File: src/rtl/alu_seq_if.sv
// Request/response bundle for the sequential ALU.
// Master issues start/op/operands; slave returns status and result.
interface alu_seq_if #(
   parameter int WIDTH = 8
);
   logic             start;
   logic [2:0]       op;
   logic [WIDTH-1:0] operand1;
   logic [WIDTH-1:0] operand2;
   logic             busy;
   logic             done;
   logic [WIDTH-1:0] result;
   logic [WIDTH-1:0] result_hi;
   logic             zero;
   logic             carry;
   logic             overflow;

   modport master (
      output start, op, operand1, operand2,
      input  busy, done, result, result_hi,
      input  zero, carry, overflow
   );

   modport slave (
      input  start, op, operand1, operand2,
      output busy, done, result, result_hi,
      output zero, carry, overflow
   );
endinterface

File: src/rtl/alu_seq.sv
// Sequential ALU: one-cycle logic/arith ops and a
// shift-add unsigned multiply taking WIDTH steps.
module alu_seq #(
   parameter int WIDTH = 8
) (
   input  logic     clk,
   input  logic     rst,
   alu_seq_if.slave bus
);
   localparam int CW = $clog2(WIDTH + 1);
   localparam logic [CW-1:0] LAST = CW'(WIDTH - 1);

   typedef enum logic [1:0] {
      S_IDLE,
      S_MUL,
      S_DONE
   } state_t;

   state_t           state, nstate;
   logic [CW-1:0]    cnt, ncnt;
   logic [WIDTH-1:0] mcand, nmcand;
   logic [WIDTH-1:0] ph, nph;
   logic [WIDTH-1:0] pl, npl;
   logic [WIDTH-1:0] res_q, nres;
   logic [WIDTH-1:0] hi_q, nhi;
   logic             z_q, nz;
   logic             c_q, nc;
   logic             v_q, nv;
   logic [WIDTH:0]   add_s, sub_s, step;
   logic [WIDTH-1:0] a, b;

   always_ff @(posedge clk or posedge rst) begin
      if (rst) begin
         state <= S_IDLE;
         cnt   <= '0;
         mcand <= '0;
         ph    <= '0;
         pl    <= '0;
         res_q <= '0;
         hi_q  <= '0;
         z_q   <= 1'b0;
         c_q   <= 1'b0;
         v_q   <= 1'b0;
      end else begin
         state <= nstate;
         cnt   <= ncnt;
         mcand <= nmcand;
         ph    <= nph;
         pl    <= npl;
         res_q <= nres;
         hi_q  <= nhi;
         z_q   <= nz;
         c_q   <= nc;
         v_q   <= nv;
      end
   end

   always_comb begin
      a      = bus.operand1;
      b      = bus.operand2;
      add_s  = {1'b0, a} + {1'b0, b};
      sub_s  = {1'b0, a} - {1'b0, b};
      // pl's low bit is the next multiplier bit; ph:pl shifts right each step
      step   = {1'b0, ph} + (pl[0] ? {1'b0, mcand} : '0);
      nstate = state;
      ncnt   = cnt;
      nmcand = mcand;
      nph    = ph;
      npl    = pl;
      nres   = res_q;
      nhi    = hi_q;
      nz     = z_q;
      nc     = c_q;
      nv     = v_q;
      unique case (state)
         S_IDLE: begin
            if (bus.start) begin
               if (bus.op == 3'b100) begin
                  nstate = S_MUL;
                  ncnt   = '0;
                  nmcand = a;
                  nph    = '0;
                  npl    = b;
               end else begin
                  nstate = S_DONE;
                  nhi    = '0;
                  nc     = 1'b0;
                  nv     = 1'b0;
                  unique case (bus.op)
                     3'b000: nres = a;
                     3'b001: begin
                        nres = add_s[WIDTH-1:0];
                        nc   = add_s[WIDTH];
                        nv   = (a[WIDTH-1] == b[WIDTH-1]) &&
                               (add_s[WIDTH-1] != a[WIDTH-1]);
                     end
                     3'b010: begin
                        nres = sub_s[WIDTH-1:0];
                        nc   = sub_s[WIDTH];
                        nv   = (a[WIDTH-1] != b[WIDTH-1]) &&
                               (sub_s[WIDTH-1] != a[WIDTH-1]);
                     end
                     3'b011: nres = b;
                     3'b101: nres = a & b;
                     3'b110: nres = a | b;
                     3'b111: nres = a ^ b;
                     default: nres = '0;
                  endcase
                  nz = (nres == '0);
               end
            end
         end
         S_MUL: begin
            nph  = step[WIDTH:1];
            npl  = {step[0], pl[WIDTH-1:1]};
            ncnt = cnt + CW'(1);
            if (cnt == LAST) begin
               nstate = S_DONE;
               nres   = npl;
               nhi    = nph;
               nz     = (npl == '0) && (nph == '0);
               nc     = (nph != '0);
               nv     = 1'b0;
            end
         end
         S_DONE: nstate = S_IDLE;
         default: nstate = S_IDLE;
      endcase
   end

   always_comb begin
      bus.busy      = (state != S_IDLE);
      bus.done      = (state == S_DONE);
      bus.result    = res_q;
      bus.result_hi = hi_q;
      bus.zero      = z_q;
      bus.carry     = c_q;
      bus.overflow  = v_q;
   end
endmodule

File: src/flat_wrapper.sv
// flat-port wrapper written by rule: the top's interface ports become plain ports
module alu_seq_flat 
#(
   parameter int WIDTH = 8
)
  (clk, rst, bus_start, bus_op, bus_operand1, bus_operand2, bus_busy, bus_done, bus_result, bus_result_hi, bus_zero, bus_carry, bus_overflow);
  alu_seq_if #(.WIDTH(WIDTH)) bus_i ();
  input  logic clk;
  input  logic rst;
  input wire logic [$bits(bus_i.start)-1:0] bus_start;
  input wire logic [$bits(bus_i.op)-1:0] bus_op;
  input wire logic [$bits(bus_i.operand1)-1:0] bus_operand1;
  input wire logic [$bits(bus_i.operand2)-1:0] bus_operand2;
  output wire logic [$bits(bus_i.busy)-1:0] bus_busy;
  output wire logic [$bits(bus_i.done)-1:0] bus_done;
  output wire logic [$bits(bus_i.result)-1:0] bus_result;
  output wire logic [$bits(bus_i.result_hi)-1:0] bus_result_hi;
  output wire logic [$bits(bus_i.zero)-1:0] bus_zero;
  output wire logic [$bits(bus_i.carry)-1:0] bus_carry;
  output wire logic [$bits(bus_i.overflow)-1:0] bus_overflow;
  assign bus_i.start = bus_start;
  assign bus_i.op = bus_op;
  assign bus_i.operand1 = bus_operand1;
  assign bus_i.operand2 = bus_operand2;
  assign bus_busy = bus_i.busy;
  assign bus_done = bus_i.done;
  assign bus_result = bus_i.result;
  assign bus_result_hi = bus_i.result_hi;
  assign bus_zero = bus_i.zero;
  assign bus_carry = bus_i.carry;
  assign bus_overflow = bus_i.overflow;
  alu_seq #(.WIDTH(WIDTH)) u_core (.clk(clk), .rst(rst), .bus(bus_i));
endmodule
File: config.mk
export PLATFORM = sky130hd
export DESIGN_NAME = alu_seq_flat
export DESIGN_NICKNAME = d
export VERILOG_FILES = /design/src/rtl/alu_seq_if.sv /design/src/rtl/alu_seq.sv /design/src/flat_wrapper.sv
export SDC_FILE = /design/constraint.sdc
export NUM_CORES = 1
export LEC_CHECK = 0
export ABC_AREA = 1
export BUFFER_PORTS_ARGS = -buffer_cell sky130_fd_sc_hd__clkbuf_2
export CORE_MARGIN = 10
export CORE_UTILIZATION = 35
export DETAILED_ROUTE_END_ITERATION = 8
export GPL_TIMING_DRIVEN = 0
export PLACE_DENSITY = 0.63
export SYNTH_ARGS = -nofsm -noshare
export SYNTH_HDL_FRONTEND = slang
export SYNTH_SLANG_ARGS = --single-unit
File: constraint.sdc
create_clock -name clk -period 2.6 [get_ports clk]
set_input_delay 0.26 -clock clk [delete_from_list [all_inputs] [get_ports clk]]
set_output_delay 0.26 -clock clk [all_outputs]
set_load 0.05 [all_outputs]
Word-level counts from Yosys, hierarchy flattened
Index checks and enable logic that the tools add are counted.

Register bits after elaboration: 49. Input port bits: 22. Logic and storage cells: 90.

Add/sub/neg operators: 4. Equality and inequality tests: 18. Muxes and demuxes: 40. Bitwise logic cells: 3. Reductions and logical operators: 15.

Operators by type and width (number): $mux 8 (14); $pmux 8 s2 (4); $pmux 8 s7 (1); $logic_not 8->1 (3); $eq 3x3->1 const B (4); $pmux 1 s2 (5); $add 8x8->9 (1); $add 8x9->9 (1); $mux 1 (9); $sub 8x8->9 (1); $and 8x8->8 (1); $mux 4 (2); $or 8x8->8 (1); $pmux 4 s2 (1); $reduce_bool 8->1 (1); $xor 8x8->8 (1); $eq 3x2->1 const B (2); $mux 2 (3); $reduce_and 3->1 (2); $add 4x1->4 const B (1); $eq 4x3->1 const B (1); $ne 2x1->1 const B (2); $ne 2x2->1 const B (2); $pmux 2 s2 (1); other kinds (11) (16).

Longest topological paths before layout
Word-level depth: 9. Depth in mapped cells: 17.

Least setup slack after synthesis
OpenSTA, ideal clock, no wires.

Path type: reg2reg. From: register u_core.pl[0]. To: register u_core.c_q, in the netlist u_core.bus.carry. Setup time: 0.118 ns. Arrival time: 2.058 ns. Path slack: 0.424 ns. Stages on the path, launching flop included: 16. Path buffers: 1. Path through: dfrtp_1 clkbuf_1 nand2_1 inv_1 ha_1 inv_1 fa_1 inv_1 nand3_1 nand2_1 xor2_1 nand3_1 nor2_1 nand4_1 nand3_1 nand2_1.

Cells in the longest elaborated chain, start to end: 5.

Ends and longest elaborated chain: start, declared (RTL line alu_seq.sv:23) `logic [WIDTH-1:0] pl, npl;`; start signal, assigned (RTL line alu_seq.sv:49) `pl <= npl;`; $mux 8 (RTL line alu_seq.sv:64) `step = {1'b0, ph} + (pl[0] ? {1'b0, mcand} : '0);`; $add 8x9->9 (RTL line alu_seq.sv:64); $reduce_bool 8->1 (RTL line alu_seq.sv:122) `nc = (nph != '0);`; $mux 1 (RTL line alu_seq.sv:117) `if (cnt == LAST) begin`; $pmux 1 s2 (RTL line alu_seq.sv:75) `unique case (state)`; end signal, assigned (RTL line alu_seq.sv:53) `c_q <= nc;`; end, declared (RTL line alu_seq.sv:27) `logic c_q, nc;`.

No other way between the ends. The select of a mux whose other input is x is not followed. A chain may end at the register's enable or synchronous reset.

Worst setup path in the final report
Ends and elaborated chain as after synthesis.

==> results.toml <==
[logic_synthesis]
muxShareOfSynthArea_pct = 0
ys_ff_latch = 49
synth_compound_area_share_pct = 12.5
synth_area_leader_cell = "dfrtp_1"
synth_area_mm2 = 0.00393
synth_top_family_by_area = "simple AND/OR/NAND/NOR gates"
synth-simple-area-share_pct = 32.4
ys.flop_type = "dfrtp_1"
synthTopCellsByArea = "dfrtp_1 (31%), nand2_1 (14%), ha_1 (11%)"
synth-edff-count = 0
syn_area_per_cell_um2 = 7.11
ys_types = 41
ys_seq_area_share_pct = 31.2
synthCells = 552
ys.warnings.count = 0
syn_nets = 610
async_flop_share_pct = 100
synth_xor_area_share_pct = 0.446
synth_top_area_share_pct = 31.2
synth_fa_ha_area_share_pct = 12.0

[power]
power_leakage_nw = 2.40
p_int_mw = 1.66
power_density_mw_per_mm2 = 732
pwr-share-seq_pct = 35.7
power_switching_mw = 1.57
total_power_mw = 3.23
ir_drop_v = 0.000305
pwr-share-clk_pct = 14.2
combPwrFrac_pct = 50.1
sw_frac_of_total_pct = 48.6

[clocking]
ctsLongestPathBuffers = 2
cts_tree = "built"
cts_root_buffer = "clkbuf_8"
htreeDepth = 2
clk_latency_ns = 0.31
cts_made_buffers = 5
clkSinkCount = 49
clkTransAtPathRegs_ns = 0.10
postCtsSetupBuffers = 0

[timing]
finalHoldViolations = 0
slew_viol_final = 0
fin_crit_ns = 2.31
slew_headroom_pct = 65.6
setup_ws_ns = 0.290
worst_pin_slew_ns = 0.516
fmax_mhz = 433
rsz0062_at_grt = "no"
timing.final.crit_share_pct = 88.8
finalSetupViolCount = 0
fin_skew_ns = 0.0152
tns_ns = 0

[floorplanning]
num_io_pins = 43
die_x_um = 126
chipHeight_um = 126
fp-row-count = 38
fp.coreArea_mm2 = 0.0109
initial_core_util_pct = 36.0
dieArea_mm2 = 0.0158

[run]
max-cap-violations = 0

[critical_path]
critical-path-top-delay-family = "simple AND/OR/NAND/NOR gates"
cp_slowest_cell = "dfrtp_2"
arrival_ns = 2.51
critPathMaxFanout = 9
crit_type = "reg -> reg"
cp.required_ns = 2.80
rr_worst_depth = 14
r2r-start = "u_core.pl[0]"
path_buf_inv = 3
start_kind = "flop"
timing.reg2reg.setup_slack_ns = 0.29
endpoint_kind = "flop"
r2r-end = "u_core.bus.carry"
max_stage_delay_ns = 0.45
worstPathCellList = "nand2_1 > inv_1 > ha_1 > inv_1 > fa_1 > inv_1 > nand3_1 > nand2_1 > xor2_1 > nand3_1 > nor2_1 > nand4_1 > nand3_1 > nand2_1"

[run_status]
status = "finished clean"

[placement]
dpl_cell_area_mm2 = 0.00432
dpl.hpwl_mm = 9.07
gp_congestion = 0.918
place_ws_ns = 0.0920
port_buffers = 40

[global_route]
grt_antenna_before_repair = 0
grt_usage_pct = 13.8
grt_max_degree = 32
grt_pass1_vias = 3719
grt_pass1_wl_mm = 18.6
grt_overflow = 0

[cells_and_area]
syn2layout_area_growth_pct = 12.5
final_layout_size_suffix_gt1_share_pct = 14.3
seqCellArea_mm2 = 0.00123
layout_common_cells = "nand2_1 (150), inv_1 (70), nand3_1 (54)"
antenna_cells = 0
nets = 658
final_core_util_pct = 40.6
multi_input_area_mm2 = 0.00225
final.fill_count = 1149
layout_commonest_cell = "nand2_1"
fin_area_mm2 = 0.00442

[route]
drt_wl_total_mm = 11.1
viasPerCell = 5.13
num_vias = 3801
wl_per_cell_um = 15.0
firstDrtPassIters = 5
first_iter_violations = 279
drc_errors = 0
antenna_left = 0

[min_path]
worstHoldStart = "bus_operand2[7]"
hp-class = "in -> reg"
holdPathStages = 3
hold_path_end = "u_core.pl[7]"
## how the worst max path moves through the flow
| stage | startpoint | end | cells after the start |
|---|---|---|---|
| finish | u_core.pl[0] | u_core.bus.carry | 14 |
| global route | u_core.pl[0] | u_core.bus.carry | 15 |
| CTS | u_core.pl[0] | u_core.bus.carry | 15 |
| detailed placement | u_core.pl[0] | u_core.bus.carry | 15 |
| global placement | u_core.pl[0] | u_core.bus.carry | 15 |
| floorplan | u_core.pl[0] | u_core.bus.carry | 15 |
## registers in the layout, indices dropped and copies added, names as in the netlist, 2 cells and up
register	count
u_core.cnt	4
u_core.pl	8
u_core.bus.result_hi	8
u_core.mcand	8
u_core.ph	8
u_core.state	2
u_core.bus.result	8
## cell families (layout without fill, tap and decap cells)
group | after synthesis | after routing
compound gates | 83 | 83
simple gates | 284 | 284
flops | 49 | 49
xor+xnor | 2 | 2
fa+ha+maj | 36 | 36
buf+inv | 98 | 147
## layout make-up
| type | instances | area share [%] |
|---|---|---|
| Buffer | 19 | 3.20 |
| Clock buffer | 6 | 1.64 |
| Timing Repair Buffer | 42 | 5.21 |
| Inverter | 78 | 6.80 |
| Tap cell | 140 | 3.97 |
| Multi-Input combinational cell | 405 | 51.0 |
| Sequential cell | 49 | 27.8 |
| Clock inverter | 2 | 0.340 |
## synthesized netlist by cell type, types with 2 or more instances
cell type,instances
nor2_1,38
buf_6,7
nand3_1,54
nor2_2,4
o21ai_0,22
buf_4,3
inv_2,5
buf_2,5
nor3_1,5
nand3_4,2
o21ai_1,19
fa_1,3
a21boi_0,5
clkbuf_1,4
o221ai_1,6
or2_2,4
dfrtp_1,49
nand2_1,150
nand4_1,21
a21oi_1,17
ha_1,33
inv_1,71
o22ai_1,5
o211ai_1,2
a32o_1,2
## worst reg2reg max path: stages, from the launching register on
cell and delay (ns):
dfrtp_2 0.45, nand2_1 0.07, inv_1 0.06, ha_1 0.16, inv_1 0.06, fa_1 0.39, inv_1 0.09, nand3_1 0.09
nand2_1 0.12, xor2_1 0.18, nand3_1 0.11, nor2_1 0.17, nand4_1 0.11, nand3_1 0.11, nand2_1 0.05
## power groups by stage
stage                     sequential [mW]  combinational [mW]  clock (mW)
after floorplan                      1.37               0.973           0
after global placement               1.14                1.61           0
after detailed placement             1.15                1.64           0
after CTS                            1.13                1.65       0.470
after global routing                 1.19                1.79       0.503
final                                1.15                1.62       0.460
## layer usage
metal	up-vias	part of all wire, %	GRT usage [%]
met1	1781	44	17.1
li1	1911	-	-
met5	-	0	0
met3	11	5.4	2.98
met2	98	49	23.7
met4	0	1.3	3.35
## metrics by stage
stage,cells,hold slack [ns]
6_report,741,0.269
5_1_grt,741,0.261
4_1_cts,742,0.261
3_5_place_dp,733,0.276
3_3_place_gp,732,0.467
2_1_floorplan,552,0.418
## repair_timing
action	CTS	global route
hold buffers	1	0
setup endpoints to repair	0	2
hold endpoints to repair	18	0
gates resized for setup	0	1
(Power assumes the default switching activity.)
